## src/rtl/rx8b9b_link_arbiter_pkg.sv

```systemverilog
// Shared types and constants for the 8b9b link arbiter.
package rx8b9b_link_arbiter_pkg;

  typedef enum logic [2:0] {
    ST_IDLE  = 3'd0,
    ST_PASS  = 3'd1,
    ST_ABORT = 3'd2,
    ST_FLUSH = 3'd3,
    ST_GAP   = 3'd4
  } arbState_t;

  localparam logic [7:0] ABORT_FILL  = 8'h00;
  localparam int         ABORT_CNT_W = 16;
  localparam int         GAP_CNT_W   = 4;

endpackage

```

## src/rtl/rx8b9b_link_arbiter_rr_pick.sv

```systemverilog
// Rotating priority encoder: first requester after lastGrant, wrapping modulo N.
module rx8b9b_link_arbiter_rr_pick #(
  parameter int N     = 4,
  parameter int IDX_W = $clog2(N)
) (
  input  logic [N-1:0]     req,
  input  logic [IDX_W-1:0] lastGrant,
  output logic [IDX_W-1:0] nextGrant,
  output logic             found
);

  int               cand;
  logic [IDX_W-1:0] candIdx;

  always_comb begin
    found     = 1'b0;
    nextGrant = lastGrant;
    cand      = 0;
    candIdx   = '0;
    // lastGrant itself is searched last, so a lone requester keeps winning
    for (int i = 1; i <= N; i++) begin
      cand    = (int'(lastGrant) + i) % N;
      candIdx = IDX_W'(cand);
      if (!found && req[candIdx]) begin
        found     = 1'b1;
        nextGrant = candIdx;
      end
    end
  end

endmodule

```

## src/rtl/rx8b9b_link_arbiter.sv

```systemverilog
// Frame-granular round-robin arbiter sharing one 8b9b transmit link among N
// AXI-stream byte sources, with inter-frame gap and stall-abort watchdog.
//
// state    | meaning
// ---------+------------------------------------------------------------
// ST_IDLE  | no grant active; pick next requester round-robin
// ST_PASS  | granted source passed through combinationally to the link
// ST_ABORT | stalled frame terminated with a filler byte carrying TLAST
// ST_FLUSH | discard the rest of the aborted source's frame
// ST_GAP   | forced idle between frames so the receiver sees idle symbols
module rx8b9b_link_arbiter
  import rx8b9b_link_arbiter_pkg::*;
#(
  parameter int N       = 4,
  parameter int MIN_GAP = 2,
  parameter int TIMEOUT = 1024,
  parameter int IDX_W   = $clog2(N)
) (
  input  logic                   clk,
  input  logic                   reset_n,
  input  logic [N-1:0]           S_AXIS_TVALID,
  output logic [N-1:0]           S_AXIS_TREADY,
  input  logic [8*N-1:0]         S_AXIS_TDATA,
  input  logic [N-1:0]           S_AXIS_TLAST,
  output logic                   M_AXIS_TVALID,
  input  logic                   M_AXIS_TREADY,
  output logic [7:0]             M_AXIS_TDATA,
  output logic                   M_AXIS_TLAST,
  output logic [IDX_W-1:0]       grant,
  output logic                   busy,
  output logic                   abortStrobe,
  output logic [ABORT_CNT_W-1:0] abortCount
);

  localparam int                     STALL_W     = (TIMEOUT > 2) ? $clog2(TIMEOUT) : 1;
  localparam logic [STALL_W-1:0]     STALL_LAST  = STALL_W'(TIMEOUT - 1);
  localparam logic [GAP_CNT_W-1:0]   GAP_LOAD    = (MIN_GAP > 0) ? GAP_CNT_W'(MIN_GAP - 1) : '0;
  localparam arbState_t              AFTER_FRAME = (MIN_GAP > 0) ? ST_GAP : ST_IDLE;

  arbState_t              state, stateNext;
  logic [IDX_W-1:0]       grantReg, pickIdx;
  logic                   pickFound;
  logic [STALL_W-1:0]     stallCnt, stallNext;
  logic [GAP_CNT_W-1:0]   gapCnt, gapNext;
  logic [ABORT_CNT_W-1:0] abortCnt;
  logic                   enterAbort;
  logic                   srcValid, srcLast;
  logic [7:0]             srcData;

  rx8b9b_link_arbiter_rr_pick #(.N(N), .IDX_W(IDX_W)) uPick (
    .req       (S_AXIS_TVALID),
    .lastGrant (grantReg),
    .nextGrant (pickIdx),
    .found     (pickFound)
  );

  assign srcValid   = S_AXIS_TVALID[grantReg];
  assign srcLast    = S_AXIS_TLAST[grantReg];
  assign srcData    = S_AXIS_TDATA[{grantReg, 3'b000} +: 8];
  assign enterAbort = (state == ST_PASS) && (stateNext == ST_ABORT);

  always_comb begin
    stateNext     = state;
    stallNext     = stallCnt;
    gapNext       = gapCnt;
    M_AXIS_TVALID = 1'b0;
    M_AXIS_TDATA  = '0;
    M_AXIS_TLAST  = 1'b0;
    S_AXIS_TREADY = '0;
    case (state)
      ST_IDLE: begin
        stallNext = '0;
        if (pickFound) stateNext = ST_PASS;
      end
      ST_PASS: begin
        M_AXIS_TVALID           = srcValid;
        M_AXIS_TDATA            = srcData;
        M_AXIS_TLAST            = srcLast;
        S_AXIS_TREADY[grantReg] = M_AXIS_TREADY;
        // a valid source under backpressure is not stalled
        if (srcValid) begin
          stallNext = '0;
          if (M_AXIS_TREADY && srcLast) begin
            stateNext = AFTER_FRAME;
            gapNext   = GAP_LOAD;
          end
        end else if (stallCnt == STALL_LAST) begin
          stateNext = ST_ABORT;
          stallNext = '0;
        end else begin
          stallNext = stallCnt + 1'b1;
        end
      end
      ST_ABORT: begin
        M_AXIS_TVALID = 1'b1;
        M_AXIS_TDATA  = ABORT_FILL;
        M_AXIS_TLAST  = 1'b1;
        stallNext     = '0;
        if (M_AXIS_TREADY) stateNext = ST_FLUSH;
      end
      ST_FLUSH: begin
        S_AXIS_TREADY[grantReg] = 1'b1;
        if (srcValid) begin
          stallNext = '0;
          if (srcLast) begin
            stateNext = AFTER_FRAME;
            gapNext   = GAP_LOAD;
          end
        end else if (stallCnt == STALL_LAST) begin
          stateNext = AFTER_FRAME;
          gapNext   = GAP_LOAD;
          stallNext = '0;
        end else begin
          stallNext = stallCnt + 1'b1;
        end
      end
      ST_GAP: begin
        if (gapCnt == '0) stateNext = ST_IDLE;
        else gapNext = gapCnt - 1'b1;
      end
      default: stateNext = ST_IDLE;
    endcase
  end

  always_ff @(posedge clk or negedge reset_n) begin
    if (!reset_n) begin
      state       <= ST_IDLE;
      grantReg    <= IDX_W'(N - 1);
      stallCnt    <= '0;
      gapCnt      <= '0;
      abortStrobe <= 1'b0;
      abortCnt    <= '0;
    end else begin
      state       <= stateNext;
      stallCnt    <= stallNext;
      gapCnt      <= gapNext;
      abortStrobe <= enterAbort;
      if (state == ST_IDLE && pickFound) grantReg <= pickIdx;
      if (enterAbort && abortCnt != '1) abortCnt <= abortCnt + 1'b1;
    end
  end

  assign grant      = grantReg;
  assign abortCount = abortCnt;
  assign busy       = (state == ST_PASS) || (state == ST_ABORT) || (state == ST_FLUSH);

endmodule

```

## config.mk

```make
export PLATFORM = sky130hd
export DESIGN_NAME = rx8b9b_link_arbiter
export DESIGN_NICKNAME = d
export VERILOG_FILES = /design/src/rtl/rx8b9b_link_arbiter_pkg.sv /design/src/rtl/rx8b9b_link_arbiter_rr_pick.sv /design/src/rtl/rx8b9b_link_arbiter.sv
export SDC_FILE = /design/constraint.sdc
export NUM_CORES = 1
export LEC_CHECK = 0
export ABC_AREA = 1
export CAP_MARGIN = 10
export CORE_MARGIN = 4
export CORE_UTILIZATION = 36
export DETAILED_ROUTE_END_ITERATION = 10
export GPL_TIMING_DRIVEN = 0
export SLEW_MARGIN = 10
export SYNTH_ARGS = -nofsm -noshare
export SYNTH_HDL_FRONTEND = slang
export SYNTH_SLANG_ARGS = --single-unit
```

## constraint.sdc

```tcl
create_clock -name clk -period 2.7 [get_ports clk]
set_input_delay 0.54 -clock clk [delete_from_list [all_inputs] [get_ports clk]]
set_output_delay 0.54 -clock clk [all_outputs]
set_load 0.02 [all_outputs]
```

# Word level (Yosys, flattened, before mapping)

Index checks and enable logic that the tools add are counted.
Widths: inputs -> output; s select.

Bits in registers: 36
Bits of input ports: 43
Output and inout port bits: 34
Word-level logic and storage cells: 101

Add/subtract/negate cells: 7
$lt $le $gt $ge: 6
Equality and inequality tests: 12
Shift-type cells: 1
Mux-type cells: 46
Bitwise gates (word level): 1
Reductions and logical operators: 22

Operators with widths:

| operator              | count |
|---|---|
| $shiftx 32x6->8       | 1 |
| $mux 3                | 9 |
| $mux 4                | 6 |
| $mux 10               | 2 |
| $pmux 10 s2           | 1 |
| $add 16x1->16 const B | 1 |
| $ne 16x16->1 const B  | 1 |
| $lt 2x3->1 const B    | 5 |
| $pmux 3 s5            | 1 |
| $bmux 1 s2            | 6 |
| $pmux 4 s3            | 1 |
| $mux 1                | 11 |
| $add 10x1->10 const B | 1 |
| $eq 10x10->1 const B  | 1 |
| $eq 3x2->1 const B    | 3 |
| $logic_and 1x1->1     | 8 |
| $mux 2                | 4 |
| $mux 8                | 1 |
| $pmux 4 s2            | 1 |
| $ne 2x2->1 const B    | 3 |
| $ne 3x3->1 const B    | 2 |
| $reduce_and 6->1      | 1 |
| $add 2x1->2 const B   | 2 |
| $add 2x2->2 const B   | 2 |
| 16 further kinds      | 21 |

# Depth between registers and ports, before layout

Gate-level depths: netlist of the first run.

Depth in word-level cells: 18
Mapped depth: 14
Mapped depth without buffers: 11

# By module

From an unflattened synthesis of the first run, not the netlist that was laid out.

Cells, all modules: 402
Area, all modules: 2745.1 µm²

Modules (own cells, without submodules):

| module                      | instances | cells an instance | area each (µm²) | sequential area each (µm²) |
|---|---|---|---|---|
| rx8b9b_link_arbiter         | 1         | 356               | 2513.7          | 903.4 |
| rx8b9b_link_arbiter_rr_pick | 1         | 46                | 231.5           | 0.0 |

# Worst setup path after synthesis of the first run

OpenSTA, ideal clock, no wires.

Path kind: reg2out
Start point: register grantReg[0], in the netlist grant[0]
End point: output port S_AXIS_TREADY[0]
Arrival time: 1.732 ns
Data required time: 2.160 ns
Setup slack: 0.428 ns
Stages on the path, launching flop included: 7
Path buffers: 3
Cell sequence: dfstp_2 buf_6 inv_4 buf_4 clkbuf_1 ha_1 nor3b_1

Longest elaborated chain between the ends: 6
Elaborated cells on any way between the ends: 7
Those cells by class: 2 x order compare; 3 x mux; 1 x bitwise; 1 x reduce/logical

RTL lines:

| item                                                           | line                                                  | RTL |
|---|---|---|
| start, declared                                                | rx8b9b_link_arbiter.sv:41                             | `logic [IDX_W-1:0] grantReg, pickIdx;` |
| start signal, assigned                                         | rx8b9b_link_arbiter.sv:128                            | `grantReg <= IDX_W'(N - 1);` |
| start signal, assigned                                         | rx8b9b_link_arbiter.sv:138                            | `if (state == ST_IDLE && pickFound) grantReg <= pickIdx;` |
| $lt 2x3->1 (not written as such) or $ge 2x1->1 (tied branches) | rx8b9b_link_arbiter.sv:79, rx8b9b_link_arbiter.sv:102 |  |
| $logic_and 1x1->1 (not written as such)                        | rx8b9b_link_arbiter.sv:79, rx8b9b_link_arbiter.sv:102 |  |
| $mux 1 (not written as such)                                   | rx8b9b_link_arbiter.sv:79, rx8b9b_link_arbiter.sv:102 |  |
| $demux 1 s2 (*)                                                | rx8b9b_link_arbiter.sv:79, rx8b9b_link_arbiter.sv:102 |  |
| $and 4x4->4 (no source line)                                   | -                                                     |  |
| $pmux 4 s2 (*)                                                 | rx8b9b_link_arbiter.sv:70                             | `case (state)` |
| end, declared                                                  | rx8b9b_link_arbiter.sv:22                             | `output logic [N-1:0] S_AXIS_TREADY,` |

Every way passes the cells marked *; elsewhere a longest branch is shown, timed or not.

# Worst setup path in the final report of the first run

Start point: register grantReg[0], in the netlist grant[0]
End point: output port M_AXIS_TDATA[2]

Longest elaborated chain between the ends: 2

RTL lines:

| item            | line                      | RTL |
|---|---|---|
| $shiftx 32x6->8 | rx8b9b_link_arbiter.sv:59 | `assign srcData = S_AXIS_TDATA[{grantReg, 3'b000} +: 8];` |
| $mux 8          | rx8b9b_link_arbiter.sv:70 |  |
| end, declared   | rx8b9b_link_arbiter.sv:27 | `output logic [7:0] M_AXIS_TDATA,` |

Every way passes these cells.

==> results of run 1 <==
-- layer usage --
| metal | routed length [µm] | GRT usage [%] | vias to the layer above |
|---|---|---|---|
| met4 | 53 | 4.09 | 0 |
| met3 | 214 | 2.55 | 4 |
| li1 | - | - | 1427 |
| met2 | 3620 | 31.1 | 47 |
| met1 | 3380 | 21.7 | 1262 |
| met5 | 0 | 0 | - |
-- worst register-to-register path, delay by kind of cell, from the launching register on --
family | cells | cell delay (ps)
AO/OA/AOI/OAI | 1 | 160
adder cells (fa/ha/maj) | 1 | 350
buffers and inverters | 6 | 770
flip-flops | 1 | 580
AND/OR/NAND/NOR | 6 | 510
-- final timing paths --
check                               start               to  slack, ps  cells after the start
worst max-delay path             grant[0]  M_AXIS_TDATA[2]        120                      7
worst min-delay path              reset_n      stallCnt[4]        100                      1
worst max register to register   grant[0]         grant[0]        260                     14
worst min register to register  gapCnt[0]        gapCnt[0]        510                      2
max in group asynchronous         reset_n         grant[1]       2110                      2
min in group clk                gapCnt[0]        gapCnt[0]        510                      2
-- flip-flops by register name (all words and copies together), names as in the netlist --
name,count
abortStrobe,1
state,3
gapCnt,4
grant,2
abortCount,16
stallCnt,10
-- area by class of cell --
class / count / area (µm²) / area share [%]
buffer: 9 / 70.1 / 1.92
tap: 99 / 124 / 3.39
sequential: 36 / 903 / 24.7
timing repair buffer: 77 / 746 / 20.4
inverter: 45 / 171 / 4.69
clock buffer: 8 / 90.1 / 2.46
multi-input combinational: 300 / 1550 / 42.5
-- kinds of logic (layout without fill, tap and decap cells) --
kind of cell | Yosys count | after routing | share of synthesized area [%]
AOI/OAI and AO/OA | 53 | 53 | 11.2
xor gates and xnor gates | 8 | 8 | 2.61
adders and majority gates | 7 | 7 | 3.26
buffers and inverters | 55 | 139 | 8.61
DFF | 36 | 36 | 33.6
and+or+nand+nor | 232 | 232 | 40.7
-- synth_stat cells --
cell type	n	area [µm²]
sky130_fd_sc_hd__nand2_1	105	394
sky130_fd_sc_hd__nor2_1	56	210
sky130_fd_sc_hd__inv_1	41	154
sky130_fd_sc_hd__dfrtp_1	34	851
sky130_fd_sc_hd__nand3_1	31	155
sky130_fd_sc_hd__o21ai_0	23	115
sky130_fd_sc_hd__a21oi_1	12	60.1
sky130_fd_sc_hd__ha_1	7	87.6
sky130_fd_sc_hd__nand4_1	6	37.5
sky130_fd_sc_hd__xor2_1	6	52.6
sky130_fd_sc_hd__nand2_4	5	56.3
sky130_fd_sc_hd__nand3b_1	4	30.0
sky130_fd_sc_hd__nor3b_1	4	30.0
sky130_fd_sc_hd__o21ai_1	4	20.0
sky130_fd_sc_hd__o21ai_2	4	35.0
sky130_fd_sc_hd__o22ai_1	4	25.0
sky130_fd_sc_hd__buf_2	3	15.0
sky130_fd_sc_hd__clkbuf_1	3	11.3
sky130_fd_sc_hd__inv_2	3	11.3
sky130_fd_sc_hd__nand3_2	3	30.0
sky130_fd_sc_hd__nor2_2	3	18.8
sky130_fd_sc_hd__nor3_1	3	15.0
sky130_fd_sc_hd__nor4_1	3	18.8
sky130_fd_sc_hd__buf_6	2	22.5
sky130_fd_sc_hd__dfstp_2	2	52.6
sky130_fd_sc_hd__nand2_2	2	12.5
sky130_fd_sc_hd__nor2_4	2	22.5
sky130_fd_sc_hd__o31ai_1	2	15.0
sky130_fd_sc_hd__or2_2	2	12.5
sky130_fd_sc_hd__xnor2_1	2	17.5
sky130_fd_sc_hd__a22o_1	1	8.76
sky130_fd_sc_hd__a31oi_1	1	6.26
sky130_fd_sc_hd__buf_1	1	3.75
sky130_fd_sc_hd__buf_4	1	7.51
sky130_fd_sc_hd__inv_4	1	6.26
sky130_fd_sc_hd__nand3_4	1	17.5
sky130_fd_sc_hd__nand4_2	1	12.5
sky130_fd_sc_hd__nor2_8	1	20.0
sky130_fd_sc_hd__o2111ai_1	1	8.76
sky130_fd_sc_hd__o21a_1	1	7.51
-- stage by stage --
stage               worst slack (ps)  instances
floorplan                        428        391
global placement                -158        566
detailed placement              -150        567
CTS                             5.97        575
global route                  0.0930        574
finish                           119        574
-- power by group through the flow --
stage | Combinational [mW] | Clock, mW | Sequential, mW
after floorplan | 1.12 | 0 | 0.695
after global placement | 1.72 | 0 | 0.696
after detailed placement | 1.74 | 0 | 0.697
after CTS | 1.70 | 0.419 | 0.688
after global routing | 1.90 | 0.443 | 0.700
final | 1.67 | 0.402 | 0.688
==> results.py, run 1 <==
metrics = {
    "run_status": {
        "outcome": "complete, no violations",
    },
    "routing": {
        "initialDrtViolationCount": 116,
        "wl_um": 7270,
        "drt-pass1-iter-count": 4,
        "routed_wire_length_per_instance_um": 12.7,
        "via_count": 2740,
        "routed_via_density": 4.77,
        "ant_nets": 0,
        "post-route-drc-count": 0,
    },
    "timing": {
        "max_slew_margin_pct": 66.9,
        "final_period_minus_worst_setup_slack_ps": 2580,
        "maxSlewViolCount": 0,
        "final.setup.tns_ps": 0,
        "worst_hold_slack_ps": 95.2,
        "final.period_utilization_pct": 95.6,
        "clock-skew-final_ps": 6.50,
        "grt_setup_unrepaired": "no",
        "fmax_mhz": 388,
        "setup_viol": 0,
        "worst-slew-pin-transition_ps": 497,
        "timing.final.hold_violations": 0,
    },
    "finish": {
        "antenna-diode-count": 0,
        "drive_gt1_share_pct": 11.4,
        "nFillCells": 757,
        "finalInstanceArea_um2": 3660,
        "synthToLayoutAreaGrowth_pct": 36.1,
        "leading_cell_types_in_the_layout_fill_and_taps_excluded": "sky130_fd_sc_hd__nand2_1, sky130_fd_sc_hd__clkdlybuf4s50_1, sky130_fd_sc_hd__nor2_1",
        "mostFrequentLayoutCell": "sky130_fd_sc_hd__nand2_1",
        "finish.net_count": 524,
        "utilization_pct": 50.4,
    },
    "critical_path": {
        "crit_slowest_cell": "sky130_fd_sc_hd__dfstp_2",
        "crit_path_max_fanout": 11,
        "ordered_list_of_cells_on_the_worst_path": "buf_6 > inv_4 > buf_4 > clkbuf_4 > o21ai_0 > a21oi_1 > clkdlybuf4s15_1",
        "critical_path_class": "reg2out",
        "critical_path_arrival_ps": 2040,
        "timing.critical_path.required_ps": 2160,
        "endpoint_kind": "output pin",
        "crit_path_start_kind": "flop",
        "critical_path.max_stage_delay_ps": 580,
        "critical_path.top_delay_family": "buffers and inverters",
        "crit_buf_inv": 5,
    },
    "floorplanning": {
        "placeableCoreArea_um2": 7250,
        "ios": 77,
        "die_wd_um": 94.4,
        "dieArea_um2": 8910,
        "die_y_um": 94.4,
        "rows": 31,
        "initial_core_utilization_pct": 37.1,
    },
    "job": {
        "max-cap-violations": 0,
    },
    "synth": {
        "synth_area_um2": 2690,
        "ys_ff_latch": 36,
        "yosysSeqAreaShare_pct": 33.6,
        "net_count_after_synthesis": 441,
        "mapped_cells": 391,
        "synth-warning-count": 0,
        "post_synth_num_cell_types": 40,
        "syn_area_per_cell_um2": 6.87,
    },
    "power": {
        "vdd.ir_drop.worst_uv": 609,
        "power.share.switching_pct": 47.9,
        "power.share.combinational_pct": 60.6,
        "part_of_the_total_power_dissipated_in_the_clock_network_pct": 14.5,
        "cellInternalPower_mw": 1.44,
        "p_per_area_nw_per_um2": 756,
        "power.net_switching_mw": 1.32,
        "power.leakage_nw": 1.69,
        "post-layout-total-power_mw": 2.76,
        "share_seq_of_total_power_pct": 24.9,
    },
    "clock_tree": {
        "cts-resized-gates": 29,
        "number_of_buffers_inserted_during_clock_tree_synthesis": 5,
        "tritoncts_num_sinks": 36,
        "clk-insertion-delay-late_ps": 290,
        "cts.root.buffer_cell": "sky130_fd_sc_hd__clkbuf_8",
        "cts.repair_timing.setup_buffer_count": 0,
        "cts-hold-fix-buffers": 0,
        "cts_tree": "yes",
        "clkSlewWorstSetupHoldPaths_ps": 70,
        "longest_clk_path_bufs": 2,
        "cts.htree.levels": 2,
    },
    "global_routing": {
        "gr-usage-all-layers_pct": 17.3,
        "maximum_number_of_pins_on_one_net_before_global_route_repair": 31,
        "grt_antenna_before_repair": 0,
        "first_pass_grt_wire_length_um": 12500,
        "globalRoute.totalOverflow": 0,
        "first_global_vias": 2720,
    },
    "place": {
        "place.gp.congestion": 0.851,
        "port-buffer-count": 76,
        "placement.cell_area_um2": 3590,
        "post-dp-hpwl_um": 5680,
    },
    "min_path": {
        "hold_path.class": "in2async",
    },
}
Note: power is estimated with default switching activity, not from simulation.
==> run 2, diff against run 1 <==
- PLACE_DENSITY: unset -> 0.7
==> run 2 against run 1 <==
  * Core utilization grew 0.069 points
  * Highest routed layer unchanged
  * Largest power group unchanged
  * Non-clock buffer count stayed put
  * Hold slack better by 13 ps
  * Register-to-register slack hardly changed
==> results.py, run 2 (synthesis results as in run 1) <==
metrics = {
    "run_status": {
        "outcome": "complete, no violations",
    },
    "critical_path": {
        "timing.critical_path.required_ps": 2160,
        "crit_path_start_kind": "flop",
        "critical_path_class": "reg2out",
        "critical_path_arrival_ps": 2080,
        "crit_path_max_fanout": 11,
        "endpoint_kind": "output pin",
    },
    "floorplanning": {
        "rows": 31,
        "die_y_um": 94.4,
        "placeableCoreArea_um2": 7250,
        "ios": 77,
        "initial_core_utilization_pct": 37.1,
        "die_wd_um": 94.4,
        "dieArea_um2": 8910,
    },
    "routing": {
        "via_count": 2762,
        "routed_via_density": 4.81,
        "wl_um": 6820,
        "routed_wire_length_per_instance_um": 11.9,
        "initialDrtViolationCount": 147,
        "ant_nets": 0,
        "post-route-drc-count": 0,
        "drt-pass1-iter-count": 4,
    },
    "place": {
        "placement.cell_area_um2": 3590,
        "port-buffer-count": 76,
        "post-dp-hpwl_um": 5330,
        "place.gp.congestion": 0.839,
        "place_ws_ps": -135,
        "numPlacedInstances": 567,
    },
    "finish": {
        "mostFrequentLayoutCell": "sky130_fd_sc_hd__nand2_1",
        "synthToLayoutAreaGrowth_pct": 36.3,
        "ff_latch_area_um2": 903,
        "final-instance-count-excl-fill": 574,
        "multiInputGateArea_um2": 1550,
        "leading_cell_types_in_the_layout_fill_and_taps_excluded": "sky130_fd_sc_hd__nand2_1, sky130_fd_sc_hd__clkdlybuf4s50_1, sky130_fd_sc_hd__nor2_1",
        "finalInstanceArea_um2": 3660,
        "largest_register_ffs": 16,
        "antenna-diode-count": 0,
        "drive_gt1_share_pct": 12.0,
        "nFillCells": 711,
        "finish.net_count": 524,
    },
    "timing": {
        "worst-slew-pin-transition_ps": 424,
        "final_period_minus_worst_setup_slack_ps": 2620,
        "setup_viol": 0,
        "final.period_utilization_pct": 96.9,
        "worst_hold_slack_ps": 108,
        "maxSlewViolCount": 0,
        "max_slew_margin_pct": 71.8,
        "clock-skew-final_ps": 9.97,
        "grt_setup_unrepaired": "no",
        "final.setup.tns_ps": 0,
        "timing.final.hold_violations": 0,
        "setup_slack_ps": 83.3,
        "fmax_mhz": 382,
    },
    "job": {
        "max-cap-violations": 0,
    },
    "clock_tree": {
        "clkSlewWorstSetupHoldPaths_ps": 80,
        "longest_clk_path_bufs": 2,
        "tritoncts_num_sinks": 36,
        "cts.root.buffer_cell": "sky130_fd_sc_hd__clkbuf_8",
        "cts.repair_timing.setup_buffer_count": 0,
        "number_of_buffers_inserted_during_clock_tree_synthesis": 5,
        "cts_tree": "yes",
        "cts.htree.levels": 2,
        "cts-hold-fix-buffers": 0,
        "clk-insertion-delay-late_ps": 290,
    },
    "power": {
        "power.leakage_nw": 1.72,
        "vdd.ir_drop.worst_uv": 409,
        "p_per_area_nw_per_um2": 765,
    },
    "global_routing": {
        "globalRoute.totalOverflow": 0,
        "gr-usage-all-layers_pct": 15.9,
        "first_global_vias": 2688,
        "first_pass_grt_wire_length_um": 11600,
        "grt_antenna_before_repair": 0,
        "maximum_number_of_pins_on_one_net_before_global_route_repair": 28,
    },
    "min_path": {
        "hold_path.class": "in2async",
    },
}
run 2: cell types whose count changed in the layout (fill, tap and decap cells not counted), moves of 2 or more:
cell | previous run | this run
sky130_fd_sc_hd__clkbuf_2 | 4 | 6
sky130_fd_sc_hd__clkdlybuf4s15_2 | 2 | 0
sky130_fd_sc_hd__clkbuf_1 | 3 | 1
sky130_fd_sc_hd__clkdlybuf4s15_1 | 3 | 1
run 2: metrics by stage:
step / utilization [%] / total power [mW]
2_1_floorplan: - / 1.82
3_3_place_gp: 49.2 / 2.38
3_5_place_dp: 49.5 / 2.41
4_1_cts: 51.0 / 2.85
5_1_grt: 50.5 / 3.06
6_report: 50.5 / 2.80
run 2: critical path, stage by stage, from the launching register on:
cell                              delay (ps)
sky130_fd_sc_hd__dfstp_2                 590
sky130_fd_sc_hd__buf_6                   140
sky130_fd_sc_hd__inv_4                    60
sky130_fd_sc_hd__buf_4                   170
sky130_fd_sc_hd__clkbuf_4                190
sky130_fd_sc_hd__ha_1                    200
sky130_fd_sc_hd__nor3b_1                 130
sky130_fd_sc_hd__clkdlybuf4s15_1         300
run 2: report_power, final:
group	internal [mW]	switching (mW)	leakage, nW
Sequential	0.613	0.0730	0.461
Clock	0.273	0.208	0.0541
Combinational	0.599	1.04	1.20
Total	1.49	1.32	1.72
run 2: worst paths after layout:
kind / from / endpoint / slack (ps) / cells past startpoint
worst max-delay path: grant[0] / S_AXIS_TREADY[2] / 80 / 7
worst min-delay path: reset_n / abortCount[2] / 110 / 1
worst max register to register: grant[0] / grant[0] / 250 / 14
worst min register to register: gapCnt[0] / gapCnt[0] / 520 / 2
max in group asynchronous: reset_n / grant[1] / 2090 / 2
min in group clk: gapCnt[0] / gapCnt[0] / 520 / 2
run 2: area by class of cell:
class / instances / share of cell area [%]
buffer: 9 / 1.81
clock buffer: 5 / 1.88
clock inverter: 3 / 1.16
inverter: 45 / 4.68
multi-input combinational: 300 / 42.4
sequential: 36 / 24.7
tap: 99 / 3.38
timing repair buffer: 77 / 20.0
run 2: what timing repair did:
action	4_1_cts	5_1_grt
endpoints found under the setup margin	13	13
gates resized for setup	20	22
endpoints found under the hold margin	0	0
run 2: routing by layer:
| layer | up-vias | share of wire [%] | wire [µm] | GRT usage, % |
|---|---|---|---|---|
| met2 | 64 | 48 | 3270 | 27.4 |
| met4 | 0 | 1.2 | 83 | 4.33 |
| met5 | - | 0 | 0 | 0 |
| met3 | 8 | 7.3 | 498 | 4.78 |
| li1 | 1433 | - | - | - |
| met1 | 1257 | 44 | 2970 | 19.4 |
